**src/rtl/dram_arb_if.sv**
```systemverilog
// dram_arb_if: client request, read response and dram_phy signals of dram_arb.
//  slave  : the arbiter's view (drives ready, rsp_*, phy_* commands)
//  master : the environment's view (clients, response consumer, phy)
//  Params : RAM_ADDR (address width), RAM_DWIDTH (data width)
interface dram_arb_if #(
    parameter int unsigned RAM_ADDR   = 22,
    parameter int unsigned RAM_DWIDTH = 32
);
    logic                  c0_req_valid;
    logic                  c0_req_ready;
    logic                  c0_req_we;
    logic [RAM_ADDR-1:0]   c0_req_addr;
    logic [RAM_DWIDTH-1:0] c0_req_wdata;

    logic                  c1_req_valid;
    logic                  c1_req_ready;
    logic                  c1_req_we;
    logic [RAM_ADDR-1:0]   c1_req_addr;
    logic [RAM_DWIDTH-1:0] c1_req_wdata;

    logic                  rsp_valid;
    logic                  rsp_ready;
    logic                  rsp_id;
    logic [RAM_DWIDTH-1:0] rsp_data;

    logic                  phy_wr_en;
    logic                  phy_rd_en;
    logic [RAM_ADDR-1:0]   phy_addr;
    logic [RAM_DWIDTH-1:0] phy_wr_din;
    logic [RAM_DWIDTH-1:0] phy_rd_dout;
    logic                  phy_rd_valid;

    modport slave (
        input  c0_req_valid, c0_req_we, c0_req_addr, c0_req_wdata,
        input  c1_req_valid, c1_req_we, c1_req_addr, c1_req_wdata,
        output c0_req_ready, c1_req_ready,
        output rsp_valid, rsp_id, rsp_data,
        input  rsp_ready,
        output phy_wr_en, phy_rd_en, phy_addr, phy_wr_din,
        input  phy_rd_dout, phy_rd_valid
    );

    modport master (
        output c0_req_valid, c0_req_we, c0_req_addr, c0_req_wdata,
        output c1_req_valid, c1_req_we, c1_req_addr, c1_req_wdata,
        input  c0_req_ready, c1_req_ready,
        input  rsp_valid, rsp_id, rsp_data,
        output rsp_ready,
        input  phy_wr_en, phy_rd_en, phy_addr, phy_wr_din,
        output phy_rd_dout, phy_rd_valid
    );
endinterface

```
**src/rtl/dram_arb.sv**
```systemverilog
// dram_arb: two-client round-robin request arbiter feeding dram_phy, with
// read-owner tracking across the phy latency and an in-order credited
// response FIFO.
//  clk, rst_n : clock, asynchronous active-low reset
//  bus        : dram_arb_if.slave (client requests, read responses, phy)
//  Optional (macro DRAM_ARB_STATS_EN): stat_rd_cnt, stat_wr_cnt,
//  stat_stall_cnt, 32-bit saturating event counters.
module dram_arb #(
    parameter int unsigned RAM_ADDR   = 22,
    parameter int unsigned RAM_DWIDTH = 32,
    parameter int unsigned RESP_DEPTH = 8
) (
    input  logic        clk,
    input  logic        rst_n,
    dram_arb_if.slave   bus
`ifdef DRAM_ARB_STATS_EN
    ,
    output logic [31:0] stat_rd_cnt,
    output logic [31:0] stat_wr_cnt,
    output logic [31:0] stat_stall_cnt
`endif
);

    localparam int unsigned PTR_W = (RESP_DEPTH > 1) ? $clog2(RESP_DEPTH) : 1;
    localparam int unsigned CNT_W = PTR_W + 1;
    localparam int unsigned RSP_W = RAM_DWIDTH + 1;

    // Arbiter / issue state
    logic                  rr_last;      // 1: client 1 was served last
    logic [CNT_W-1:0]      outstanding;
    logic                  phy_wr_en_q;
    logic                  phy_rd_en_q;
    logic [RAM_ADDR-1:0]   phy_addr_q;
    logic [RAM_DWIDTH-1:0] phy_wr_din_q;
    logic                  issue_id;

    // Tag FIFO
    logic                  tag_mem [RESP_DEPTH];
    logic [PTR_W-1:0]      tag_wr;
    logic [PTR_W-1:0]      tag_rd;
    logic [CNT_W-1:0]      tag_cnt;

    // Response FIFO
    logic [RSP_W-1:0]      rsp_mem [RESP_DEPTH];
    logic [PTR_W-1:0]      rsp_wr;
    logic [PTR_W-1:0]      rsp_rd;
    logic [CNT_W-1:0]      rsp_cnt;
    logic                  rsp_valid_q;

    // Combinational
    logic                  credit_ok_c;
    logic                  elig0_c;
    logic                  elig1_c;
    logic                  grant0_c;
    logic                  grant1_c;
    logic                  grant_c;
    logic                  sel_we_c;
    logic [RAM_ADDR-1:0]   sel_addr_c;
    logic [RAM_DWIDTH-1:0] sel_wdata_c;
    logic                  rd_acc_c;
    logic                  wr_acc_c;
    logic                  tag_push_c;
    logic                  tag_pop_c;
    logic                  rsp_push_c;
    logic                  rsp_pop_c;
    logic [CNT_W-1:0]      rsp_cnt_next_c;

    // Arbitration: reads need credit, writes never do; a tie goes to the
    // client not served last.
    always_comb begin
        credit_ok_c = (outstanding < CNT_W'(RESP_DEPTH));
        elig0_c     = bus.c0_req_valid & (bus.c0_req_we | credit_ok_c);
        elig1_c     = bus.c1_req_valid & (bus.c1_req_we | credit_ok_c);
        grant0_c    = elig0_c & (~elig1_c | rr_last);
        grant1_c    = elig1_c & (~elig0_c | ~rr_last);
        grant_c     = grant0_c | grant1_c;
        sel_we_c    = grant1_c ? bus.c1_req_we    : bus.c0_req_we;
        sel_addr_c  = grant1_c ? bus.c1_req_addr  : bus.c0_req_addr;
        sel_wdata_c = grant1_c ? bus.c1_req_wdata : bus.c0_req_wdata;
        rd_acc_c    = grant_c & ~sel_we_c;
        wr_acc_c    = grant_c & sel_we_c;
    end

    assign bus.c0_req_ready = grant0_c;
    assign bus.c1_req_ready = grant1_c;

    // FIFO handshakes; a phy return with no tag is dropped.
    always_comb begin
        tag_push_c     = phy_rd_en_q;
        tag_pop_c      = bus.phy_rd_valid & (tag_cnt != '0);
        rsp_push_c     = tag_pop_c;
        rsp_pop_c      = rsp_valid_q & bus.rsp_ready;
        rsp_cnt_next_c = rsp_cnt;
        case ({rsp_push_c, rsp_pop_c})
            2'b10:   rsp_cnt_next_c = rsp_cnt + CNT_W'(1);
            2'b01:   rsp_cnt_next_c = rsp_cnt - CNT_W'(1);
            default: rsp_cnt_next_c = rsp_cnt;
        endcase
    end

    // Issue register, round-robin pointer and read credit counter
    always_ff @(posedge clk or negedge rst_n) begin
        if (!rst_n) begin
            phy_wr_en_q  <= 1'b0;
            phy_rd_en_q  <= 1'b0;
            phy_addr_q   <= '0;
            phy_wr_din_q <= '0;
            issue_id     <= 1'b0;
            rr_last      <= 1'b1;
            outstanding  <= '0;
        end else begin
            phy_wr_en_q <= wr_acc_c;
            phy_rd_en_q <= rd_acc_c;
            if (grant_c) begin
                phy_addr_q <= sel_addr_c;
                issue_id   <= grant1_c;
                rr_last    <= grant1_c;
                if (sel_we_c) begin
                    phy_wr_din_q <= sel_wdata_c;
                end
            end
            case ({rd_acc_c, rsp_pop_c})
                2'b10:   outstanding <= outstanding + CNT_W'(1);
                2'b01:   outstanding <= outstanding - CNT_W'(1);
                default: outstanding <= outstanding;
            endcase
        end
    end

    assign bus.phy_wr_en  = phy_wr_en_q;
    assign bus.phy_rd_en  = phy_rd_en_q;
    assign bus.phy_addr   = phy_addr_q;
    assign bus.phy_wr_din = phy_wr_din_q;

    // Tag FIFO pointers: owner of each issued read, popped on phy return
    always_ff @(posedge clk or negedge rst_n) begin
        if (!rst_n) begin
            tag_wr  <= '0;
            tag_rd  <= '0;
            tag_cnt <= '0;
        end else begin
            if (tag_push_c) begin
                tag_wr <= tag_wr + PTR_W'(1);
            end
            if (tag_pop_c) begin
                tag_rd <= tag_rd + PTR_W'(1);
            end
            case ({tag_push_c, tag_pop_c})
                2'b10:   tag_cnt <= tag_cnt + CNT_W'(1);
                2'b01:   tag_cnt <= tag_cnt - CNT_W'(1);
                default: tag_cnt <= tag_cnt;
            endcase
        end
    end

    // Tag storage
    always_ff @(posedge clk) begin
        if (tag_push_c) begin
            tag_mem[tag_wr] <= issue_id;
        end
    end

    // Response FIFO pointers; rsp_valid registered from the next count
    always_ff @(posedge clk or negedge rst_n) begin
        if (!rst_n) begin
            rsp_wr      <= '0;
            rsp_rd      <= '0;
            rsp_cnt     <= '0;
            rsp_valid_q <= 1'b0;
        end else begin
            if (rsp_push_c) begin
                rsp_wr <= rsp_wr + PTR_W'(1);
            end
            if (rsp_pop_c) begin
                rsp_rd <= rsp_rd + PTR_W'(1);
            end
            rsp_cnt     <= rsp_cnt_next_c;
            rsp_valid_q <= (rsp_cnt_next_c != '0);
        end
    end

    // Response storage: {owner, data}
    always_ff @(posedge clk) begin
        if (rsp_push_c) begin
            rsp_mem[rsp_wr] <= {tag_mem[tag_rd], bus.phy_rd_dout};
        end
    end

    // Head entry only changes on pop, so rsp_* hold under backpressure
    assign bus.rsp_valid = rsp_valid_q;
    assign bus.rsp_id    = rsp_mem[rsp_rd][RAM_DWIDTH];
    assign bus.rsp_data  = rsp_mem[rsp_rd][RAM_DWIDTH-1:0];

`ifdef DRAM_ARB_STATS_EN
    logic stall_c;

    // A read waiting only because all credit is in use
    assign stall_c = ~credit_ok_c &
                     ((bus.c0_req_valid & ~bus.c0_req_we) |
                      (bus.c1_req_valid & ~bus.c1_req_we));

    // Saturating event counters
    always_ff @(posedge clk or negedge rst_n) begin
        if (!rst_n) begin
            stat_rd_cnt    <= '0;
            stat_wr_cnt    <= '0;
            stat_stall_cnt <= '0;
        end else begin
            if (rd_acc_c && (stat_rd_cnt != '1)) begin
                stat_rd_cnt <= stat_rd_cnt + 32'd1;
            end
            if (wr_acc_c && (stat_wr_cnt != '1)) begin
                stat_wr_cnt <= stat_wr_cnt + 32'd1;
            end
            if (stall_c && (stat_stall_cnt != '1)) begin
                stat_stall_cnt <= stat_stall_cnt + 32'd1;
            end
        end
    end
`endif

endmodule
```
**src/flat_wrapper.sv**
```systemverilog
// flat-port wrapper written by rule: the top's interface ports become plain ports
module dram_arb_flat 
#(
    parameter int unsigned RAM_ADDR   = 22,
    parameter int unsigned RAM_DWIDTH = 32,
    parameter int unsigned RESP_DEPTH = 8
)
  (clk, rst_n, bus_c0_req_valid, bus_c0_req_we, bus_c0_req_addr, bus_c0_req_wdata, bus_c1_req_valid, bus_c1_req_we, bus_c1_req_addr, bus_c1_req_wdata, bus_c0_req_ready, bus_c1_req_ready, bus_rsp_valid, bus_rsp_id, bus_rsp_data, bus_rsp_ready, bus_phy_wr_en, bus_phy_rd_en, bus_phy_addr, bus_phy_wr_din, bus_phy_rd_dout, bus_phy_rd_valid);
  dram_arb_if #(.RAM_ADDR(RAM_ADDR), .RAM_DWIDTH(RAM_DWIDTH)) bus_i ();
  input  logic clk;
  input  logic rst_n;
  input wire logic [$bits(bus_i.c0_req_valid)-1:0] bus_c0_req_valid;
  input wire logic [$bits(bus_i.c0_req_we)-1:0] bus_c0_req_we;
  input wire logic [$bits(bus_i.c0_req_addr)-1:0] bus_c0_req_addr;
  input wire logic [$bits(bus_i.c0_req_wdata)-1:0] bus_c0_req_wdata;
  input wire logic [$bits(bus_i.c1_req_valid)-1:0] bus_c1_req_valid;
  input wire logic [$bits(bus_i.c1_req_we)-1:0] bus_c1_req_we;
  input wire logic [$bits(bus_i.c1_req_addr)-1:0] bus_c1_req_addr;
  input wire logic [$bits(bus_i.c1_req_wdata)-1:0] bus_c1_req_wdata;
  output wire logic [$bits(bus_i.c0_req_ready)-1:0] bus_c0_req_ready;
  output wire logic [$bits(bus_i.c1_req_ready)-1:0] bus_c1_req_ready;
  output wire logic [$bits(bus_i.rsp_valid)-1:0] bus_rsp_valid;
  output wire logic [$bits(bus_i.rsp_id)-1:0] bus_rsp_id;
  output wire logic [$bits(bus_i.rsp_data)-1:0] bus_rsp_data;
  input wire logic [$bits(bus_i.rsp_ready)-1:0] bus_rsp_ready;
  output wire logic [$bits(bus_i.phy_wr_en)-1:0] bus_phy_wr_en;
  output wire logic [$bits(bus_i.phy_rd_en)-1:0] bus_phy_rd_en;
  output wire logic [$bits(bus_i.phy_addr)-1:0] bus_phy_addr;
  output wire logic [$bits(bus_i.phy_wr_din)-1:0] bus_phy_wr_din;
  input wire logic [$bits(bus_i.phy_rd_dout)-1:0] bus_phy_rd_dout;
  input wire logic [$bits(bus_i.phy_rd_valid)-1:0] bus_phy_rd_valid;
  assign bus_i.c0_req_valid = bus_c0_req_valid;
  assign bus_i.c0_req_we = bus_c0_req_we;
  assign bus_i.c0_req_addr = bus_c0_req_addr;
  assign bus_i.c0_req_wdata = bus_c0_req_wdata;
  assign bus_i.c1_req_valid = bus_c1_req_valid;
  assign bus_i.c1_req_we = bus_c1_req_we;
  assign bus_i.c1_req_addr = bus_c1_req_addr;
  assign bus_i.c1_req_wdata = bus_c1_req_wdata;
  assign bus_c0_req_ready = bus_i.c0_req_ready;
  assign bus_c1_req_ready = bus_i.c1_req_ready;
  assign bus_rsp_valid = bus_i.rsp_valid;
  assign bus_rsp_id = bus_i.rsp_id;
  assign bus_rsp_data = bus_i.rsp_data;
  assign bus_i.rsp_ready = bus_rsp_ready;
  assign bus_phy_wr_en = bus_i.phy_wr_en;
  assign bus_phy_rd_en = bus_i.phy_rd_en;
  assign bus_phy_addr = bus_i.phy_addr;
  assign bus_phy_wr_din = bus_i.phy_wr_din;
  assign bus_i.phy_rd_dout = bus_phy_rd_dout;
  assign bus_i.phy_rd_valid = bus_phy_rd_valid;
  dram_arb #(.RAM_ADDR(RAM_ADDR), .RAM_DWIDTH(RAM_DWIDTH), .RESP_DEPTH(RESP_DEPTH)) u_core (.clk(clk), .rst_n(rst_n), .bus(bus_i));
endmodule
```
**config.mk**
```make
export PLATFORM = sky130hd
export DESIGN_NAME = dram_arb_flat
export DESIGN_NICKNAME = d
export VERILOG_FILES = /design/src/rtl/dram_arb_if.sv /design/src/rtl/dram_arb.sv /design/src/flat_wrapper.sv
export SDC_FILE = /design/constraint.sdc
export NUM_CORES = 1
export LEC_CHECK = 0
export CAP_MARGIN = 15
export CORE_UTILIZATION = 50
export CTS_BUF_LIST = sky130_fd_sc_hd__clkbuf_4 sky130_fd_sc_hd__clkbuf_8
export DETAILED_ROUTE_END_ITERATION = 8
export DONT_BUFFER_PORTS = 1
export SLEW_MARGIN = 20
export SYNTH_ARGS = -nofsm -noshare
export SYNTH_HDL_FRONTEND = slang
export SYNTH_SLANG_ARGS = --single-unit
```
**constraint.sdc**
```tcl
create_clock -name clk -period 5.5 [get_ports clk]
set_clock_uncertainty 0.1 [all_clocks]
set_input_delay 1.1 -clock clk [delete_from_list [all_inputs] [get_ports clk]]
set_output_delay 1.1 -clock clk [all_outputs]
set_load 0.005 [all_outputs]
```
==> summary.txt, run 1 <==
Die Height - 171 um
Endpoints failing setup - 0
Slew margin rel. - 36.3%
RSZ-0062 raised after global routing - no
Num CTS Buffers - 54
Primary FF master, synth - edfxtp_1
1st-iter DRT viols - 328
Port Buf Inserts - 0
Count of boundary I/O pins - 240
Core area - 27900 um2
Setup bufs post-CTS - 0
Max-Cap Viols - 0
Final Critical Period - 4.06 ns
Worst path arrival time - 2.86 ns
Max VDD drop - 257 uV
Synthesized area per cell - 17.2 um2
Rows - 61
Final wirelength - 28400 um
Leak Pwr - 0.00553 uW
Vias in the first global route - 7707
Root buffer cell - clkbuf_8
Pin count of the biggest net entering global routing - 84
Routability cong. - 0.842
Sequential area share after synthesis - 71.8%
Placed Instance Area - 14700 um2
Fin area - 15800 um2
CTS resizes - 0
Clock transition at the registers of the reported paths - 0.06 ns
Clk buf depth - 3
DR WL/cell - 22.1 um
CTS Hold Bufs - 0
Post-route insts no fill - 1283
CTS tree - built
Critical path type - register to primary output
Outcome - complete, no violations
Routed Antenna Nets - 0
DRC errors left - 0
Final Hold Viols - 0
Number of flops mapped to enable cells by yosys - 272
Initial antenna violation count - 0
Cells after Synth - 828
Ys Warns - 0
Pre-antenna DRT Iters - 4
Detailed placement HPWL - 17800 um
DR vias/cell - 5.68
Max-slew violation count - 0
Die Wd - 171 um
CP endpoint kind - primary output
Die area - 29200 um2
Post-synthesis instance area - 14300 um2
Setup TNS - 0 ns
WP data required - 4.30 ns
Synth-to-Final Area Change - 10.6%
Final nets - 1029
Period utilization - 73.8%
PD cells - 526 nW/um2
Global-route wire length before repair - 42500 um
H-tree levels - 2
Antenna Cells - 0
Post-Syn Nets - 991
CP Max Fanout - 45
Grt total ovfl - 0
Total clock sinks - 355
Synth cell types - 41
Worst Hold Class - input port to asynchronous set/reset pin
Initial Utilization - 51.1%
Layout cell share with drive strength beyond 1 - 24.5%
Vias - 7282
Worst-Margin Slew - 0.953 ns
Placed Cells incl. Taps - 1188
GRT Total Usage - 19.6%
Clock Latency Late Sink - 0.57 ns
Fmax - 246 MHz
Async SR Flop Fraction - 23.4%
CP startpoint kind - register
FF+latch count, synth - 355
-- cell usage after synthesis, drive strengths merged (2+ instances only) --
master | number | area share, %
o21ai | 8 | 0.28
fa | 2 | 0.28
mux2i | 2 | 0.14
o22ai | 22 | 0.96
dfrtp | 82 | 14
a21oi | 6 | 0.21
nand2 | 89 | 2.3
inv | 13 | 0.34
xnor2 | 14 | 0.86
clkbuf | 12 | 0.32
mux2 | 36 | 3.4
nor2 | 89 | 2.3
nand3b | 2 | 0.11
nand2b | 10 | 0.44
ha | 13 | 1.1
nor3 | 6 | 0.21
mux4 | 68 | 11
buf | 27 | 1.4
xor2 | 7 | 0.43
a21o | 3 | 0.16
edfxtp | 272 | 57
a31oi | 32 | 1.4
-- state kept, by name, indices dropped and copies added, names as in the netlist, 3 cells and up --
register	cells
u_core.bus.phy_addr	22
u_core.bus.phy_wr_din	32
u_core.outstanding	4
u_core.rsp_cnt	4
u_core.rsp_mem	264
u_core.rsp_rd	3
u_core.rsp_wr	3
u_core.tag_cnt	4
u_core.tag_mem	8
u_core.tag_rd	3
u_core.tag_wr	3
-- where the power goes --
group	leakage, uW	total, uW	internal [uW]	switching [uW]
logic	0.00157	2200	1150	1050
clock network	0.000558	2120	1160	957
registers	0.00341	3980	3480	505
-- critical path, cell delays in order, from the launching register on --
cell and delay [ns]:
dfrtp_4 1.03, buf_4 0.41, mux4_2 0.56, mux2_4 0.28
-- layout by cell type (no fill, tap or decap), types with 2 or more instances in the layout --
cell type and instances:
mux2_4 23, fa_1 2, clkinv_1 14, clkbuf_8 58, nor3_2 4, clkbuf_4 15, mux2i_1 2, nor2_1 86
nand3b_1 2, edfxtp_1 272, ha_1 13, nand2b_1 10, clkinv_2 6, dfrtp_2 2, mux4_2 68, o22ai_1 22
nor2_4 3, nand2_1 89, o21ai_0 6, buf_4 21, a31oi_1 32, a21o_1 3, nor3_1 2, a21oi_1 5
bufinv_16 2, dfrtp_1 79, xnor2_1 14, mux2_2 13, o21ai_1 2, xor2_1 7, inv_1 12
-- path summary, 6_finish.rpt --
check                                                       start                             endpoint  slack, ns  depth (start not counted)
worst max register to register  u_core.outstanding[3]$_DFFE_PN0P_    u_core.outstanding[3]$_DFFE_PN0P_       2.02                         14
worst max-delay path                 u_core.rsp_rd[0]$_DFFE_PN0P_                      bus_rsp_data[3]       1.44                          3
max in group asynchronous                                   rst_n           u_core.rr_last$_DFFE_PN1P_       4.97                          0
worst min-delay path                                        rst_n  u_core.bus.phy_addr[15]$_DFFE_PN0P_       0.12                          0
worst min register to register       u_core.tag_rd[2]$_DFFE_PN0P_         u_core.tag_rd[2]$_DFFE_PN0P_       0.38                          1
min in group clk                     u_core.tag_rd[2]$_DFFE_PN0P_         u_core.tag_rd[2]$_DFFE_PN0P_       0.38                          1
-- cell type report --
type | instances | area (um2)
Sequential cell | 355 | 10300
Tap cell | 378 | 473
Inverter | 14 | 52.6
Clock buffer | 73 | 911
Clock inverter | 22 | 146
Multi-Input combinational cell | 420 | 3790
Timing Repair Buffer | 21 | 158
Fill cell | 2186 | 12100
-- metal layers --
metal  global-route usage, %  wire, um
met2                    34.3     14500
met3                    4.58      1880
met1                    23.3     11100
met4                    7.88       926
met5                       0         0
-- metrics by stage --
| stage | worst slack [ns] | util (%) | power, uW | hold WS, ns |
|---|---|---|---|---|
| 2_1_floorplan | 0.478 | - | 5720 | 0.353 |
| 3_3_place_gp | 1.57 | 52.7 | 6180 | 0.369 |
| 3_5_place_dp | 1.43 | 52.7 | 6290 | 0.374 |
| 4_1_cts | 1.31 | 56.5 | 8420 | 0.0775 |
| 5_1_grt | 1.23 | 56.5 | 8730 | 0.0754 |
| 6_report | 1.44 | 56.5 | 8300 | 0.122 |
-- cell families (layout without fill, tap and decap cells) --
| family | after synthesis | count (layout) | synth area share (%) |
|---|---|---|---|
| flip-flops | 355 | 355 | 71.8 |
| AND/OR/NAND/NOR | 202 | 202 | 5.71 |
| multiplexers | 106 | 106 | 14.3 |
| AO/OA/AOI/OAI | 76 | 76 | 3.42 |
| buffers and inverters | 53 | 130 | 2.07 |
| XOR/XNOR | 21 | 21 | 1.29 |
| adder cells (fa/ha/maj) | 15 | 15 | 1.42 |
(Power assumes the default switching activity.)
==> inputs of run 2 (changes only) <==
==> constraint.sdc (replaced) <==
create_clock -name clk -period 4.1 [get_ports clk]
set_clock_uncertainty 0.1 [all_clocks]
set_input_delay 0.82 -clock clk [delete_from_list [all_inputs] [get_ports clk]]
set_output_delay 0.82 -clock clk [all_outputs]
set_load 0.005 [all_outputs]
==> run 2 against run 1 <==
Net effect:
- highest routed layer unchanged
- setup slack got worse by 0.82 ns
- flip-flop and latch count did not move
- core utilization rose by 0.59 points
- hold slack got worse by 0.093 ns
- non-clock buffer count rose by 1
- largest cell class unchanged
- first-iteration DRC count rose by 38%
- total power rose by 37%
==> summary.txt, run 2 (same netlist as run 1, synthesis figures left out) <==
Outcome - complete, no violations (unchanged)
1st-iter DRT viols - 451 (was 328)
Routability cong. - 0.823 (was 0.842)
WP data required - 3.18 ns (was 4.30 ns)
Setup TNS - 0 ns (unchanged)
Pin count of the biggest net entering global routing - 84 (unchanged)
Critical path type - register to primary output (unchanged)
Sw Share - 30.1% (was 30.3%)
CP endpoint kind - primary output (unchanged)
Most frequent cells in the layout - edfxtp_1 (272), nand2_1 (89), nor2_1 (86), dfrtp_1 (79), mux4_2 (68) (unchanged)
DRC errors left - 0 (unchanged)
Num CTS Buffers - 56 (was 54)
Detailed placement HPWL - 17000 um (was 17800 um)
Pre-antenna DRT Iters - 4 (unchanged)
Most common cell after layout, fill and taps aside - edfxtp_1 (unchanged)
H-tree levels - 2 (unchanged)
Clock power share - 26.8% (was 25.5%)
Worst-Margin Slew - 0.925 ns (was 0.953 ns)
Layout Utilization - 57.1% (was 56.5%)
Placed Cells incl. Taps - 1188 (unchanged)
Layout cell share with drive strength beyond 1 - 25.4% (was 24.5%)
Sequential power share - 46.3% (was 48.0%)
Total clock sinks - 355 (unchanged)
DR WL/cell - 21.8 um (was 22.1 um)
Max VDD drop - 396 uV (was 257 uV)
Global-route wire length before repair - 42200 um (was 42500 um)
Port Buf Inserts - 0 (unchanged)
CTS resizes - 0 (unchanged)
Final wirelength - 28100 um (was 28400 um)
Count of boundary I/O pins - 240 (unchanged)
CP Max Fanout - 27 (was 45)
Fmax - 287 MHz
Cell-internal power - 7970 uW (was 5790 uW)
Largest Register - u_core.rsp_mem (unchanged)
CTS tree - built (unchanged)
Worst Hold Class - input port to asynchronous set/reset pin (unchanged)
Period utilization - 84.9%
Clk buf depth - 3 (unchanged)
Psw - 3440 uW (was 2510 uW)
CP startpoint kind - register (unchanged)
Endpoints failing setup - 0 (unchanged)
Synth-to-Final Area Change - 11.7% (was 10.6%)
Die area - 29200 um2 (unchanged)
Initial antenna violation count - 0 (unchanged)
Die Wd - 171 um (unchanged)
Leak Pwr - 0.00561 uW (was 0.00553 uW)
Final Critical Period - 3.48 ns
Power share of the combinational group - 26.9% (was 26.5%)
Clock Latency Late Sink - 0.58 ns (was 0.57 ns)
Grt total ovfl - 0 (unchanged)
Final Hold Viols - 0 (unchanged)
PD cells - 715 nW/um2 (was 526 nW/um2)
Worst path arrival time - 2.56 ns (was 2.86 ns)
Initial Utilization - 51.1% (unchanged)
Rows - 61 (unchanged)
Slew margin rel. - 38.1% (was 36.3%)
Vias - 7254 (was 7282)
Core area - 27900 um2 (unchanged)
Final nets - 1032 (was 1029)
Largest register FFs - 264 (unchanged)
Max-slew violation count - 0 (unchanged)
GRT Total Usage - 19.4% (was 19.6%)
Antenna Cells - 0 (unchanged)
Root buffer cell - clkbuf_8 (unchanged)
Vias in the first global route - 7644 (was 7707)
RSZ-0062 raised after global routing - no (unchanged)
Max-Cap Viols - 0 (unchanged)
Routed Antenna Nets - 0 (unchanged)
Setup bufs post-CTS - 0 (unchanged)
Post-route insts no fill - 1288 (was 1283)
DR vias/cell - 5.63 (was 5.68)
Clock transition at the registers of the reported paths - 0.06 ns (about the same)
Die Height - 171 um (unchanged)
run 2: changes by cell type in the layout (fill, tap and decap cells not counted):
| cell | previous run | this run |
|---|---|---|
| clkbuf_4 | 15 | 16 |
| clkinvlp_4 | 1 | 0 |
| inv_8 | 0 | 2 |
| nor4_4 | 0 | 1 |
| clkinv_2 | 6 | 8 |
| buf_12 | 0 | 3 |
| clkinv_1 | 14 | 10 |
| bufinv_16 | 2 | 4 |
| buf_16 | 0 | 1 |
| nor4_2 | 1 | 0 |
| buf_4 | 21 | 18 |
| inv_4 | 0 | 2 |
run 2: final timing paths:
check	start	endpoint	slack [ns]	cells after the start
max in group asynchronous	rst_n	u_core.rsp_rd[0]$_DFFE_PN0P_	3.47	1
min	rst_n	u_core.bus.phy_addr[1]$_DFFE_PN0P_	0.03	1
min in group clk	bus_phy_rd_dout[9]	u_core.rsp_mem[0][9]$_DFFE_PP_	0.23	0
min reg2reg	u_core.rr_last$_DFFE_PN1P_	u_core.rr_last$_DFFE_PN1P_	0.40	2
max reg2reg	u_core.tag_cnt[0]$_DFFE_PN0P_	u_core.tag_cnt[3]$_DFFE_PN0P_	1.02	9
max	u_core.rsp_rd[0]$_DFFE_PN0P_	bus_rsp_data[8]	0.62	3
run 2: power by group through the flow:
| stage | clock network [uW] | logic (uW) | registers, uW |
|---|---|---|---|
| after floorplan | 0 | 2640 | 5040 |
| after global routing | 3280 | 3370 | 5370 |
| after CTS | 3120 | 3150 | 5290 |
| after detailed placement | 0 | 3130 | 5350 |
| after global placement | 0 | 3020 | 5310 |
| final | 3050 | 3070 | 5280 |
run 2: cell type report:
cell class	instances	area (um2)
Clock buffer	74	918
Clock inverter	25	229
Fill cell	2151	12000
Inverter	14	52.6
Multi-Input combinational cell	420	3800
Sequential cell	355	10300
Tap cell	378	473
Timing Repair Buffer	22	223
run 2: per-stage QoR:
stage	worst slack [ns]	cell area (um2)	total power [uW]	hold slack, ns
4_1_cts	0.524	16000	11600	0.0300
3_3_place_gp	0.950	14800	8330	0.370
6_report	0.617	16000	11400	0.0290
5_1_grt	0.452	16000	12000	0.0426
3_5_place_dp	0.824	14800	8480	0.382
2_1_floorplan	0.0844	14300	7670	0.353
run 2: layer usage:
| layer | vias to the layer above | share of wire, % | GRT usage, % |
|---|---|---|---|
| met3 | 65 | 6.8 | 4.90 |
| met4 | 0 | 2.9 | 7.38 |
| met5 | - | 0 | 0 |
| met2 | 291 | 51 | 33.8 |
| met1 | 3651 | 39 | 23.1 |
| li1 | 3247 | - | - |
run 2: what timing repair did:
action | in CTS | in global routing
setup endpoints to repair | 0 | 0
hold endpoints to repair | 83 | 0
hold buffers | 1 | 0
run 2: worst max-delay path, stage by stage (launching register included):
cell	delay [ns]
dfrtp_4	0.78
buf_4	0.37
mux4_2	0.54
mux2_4	0.29
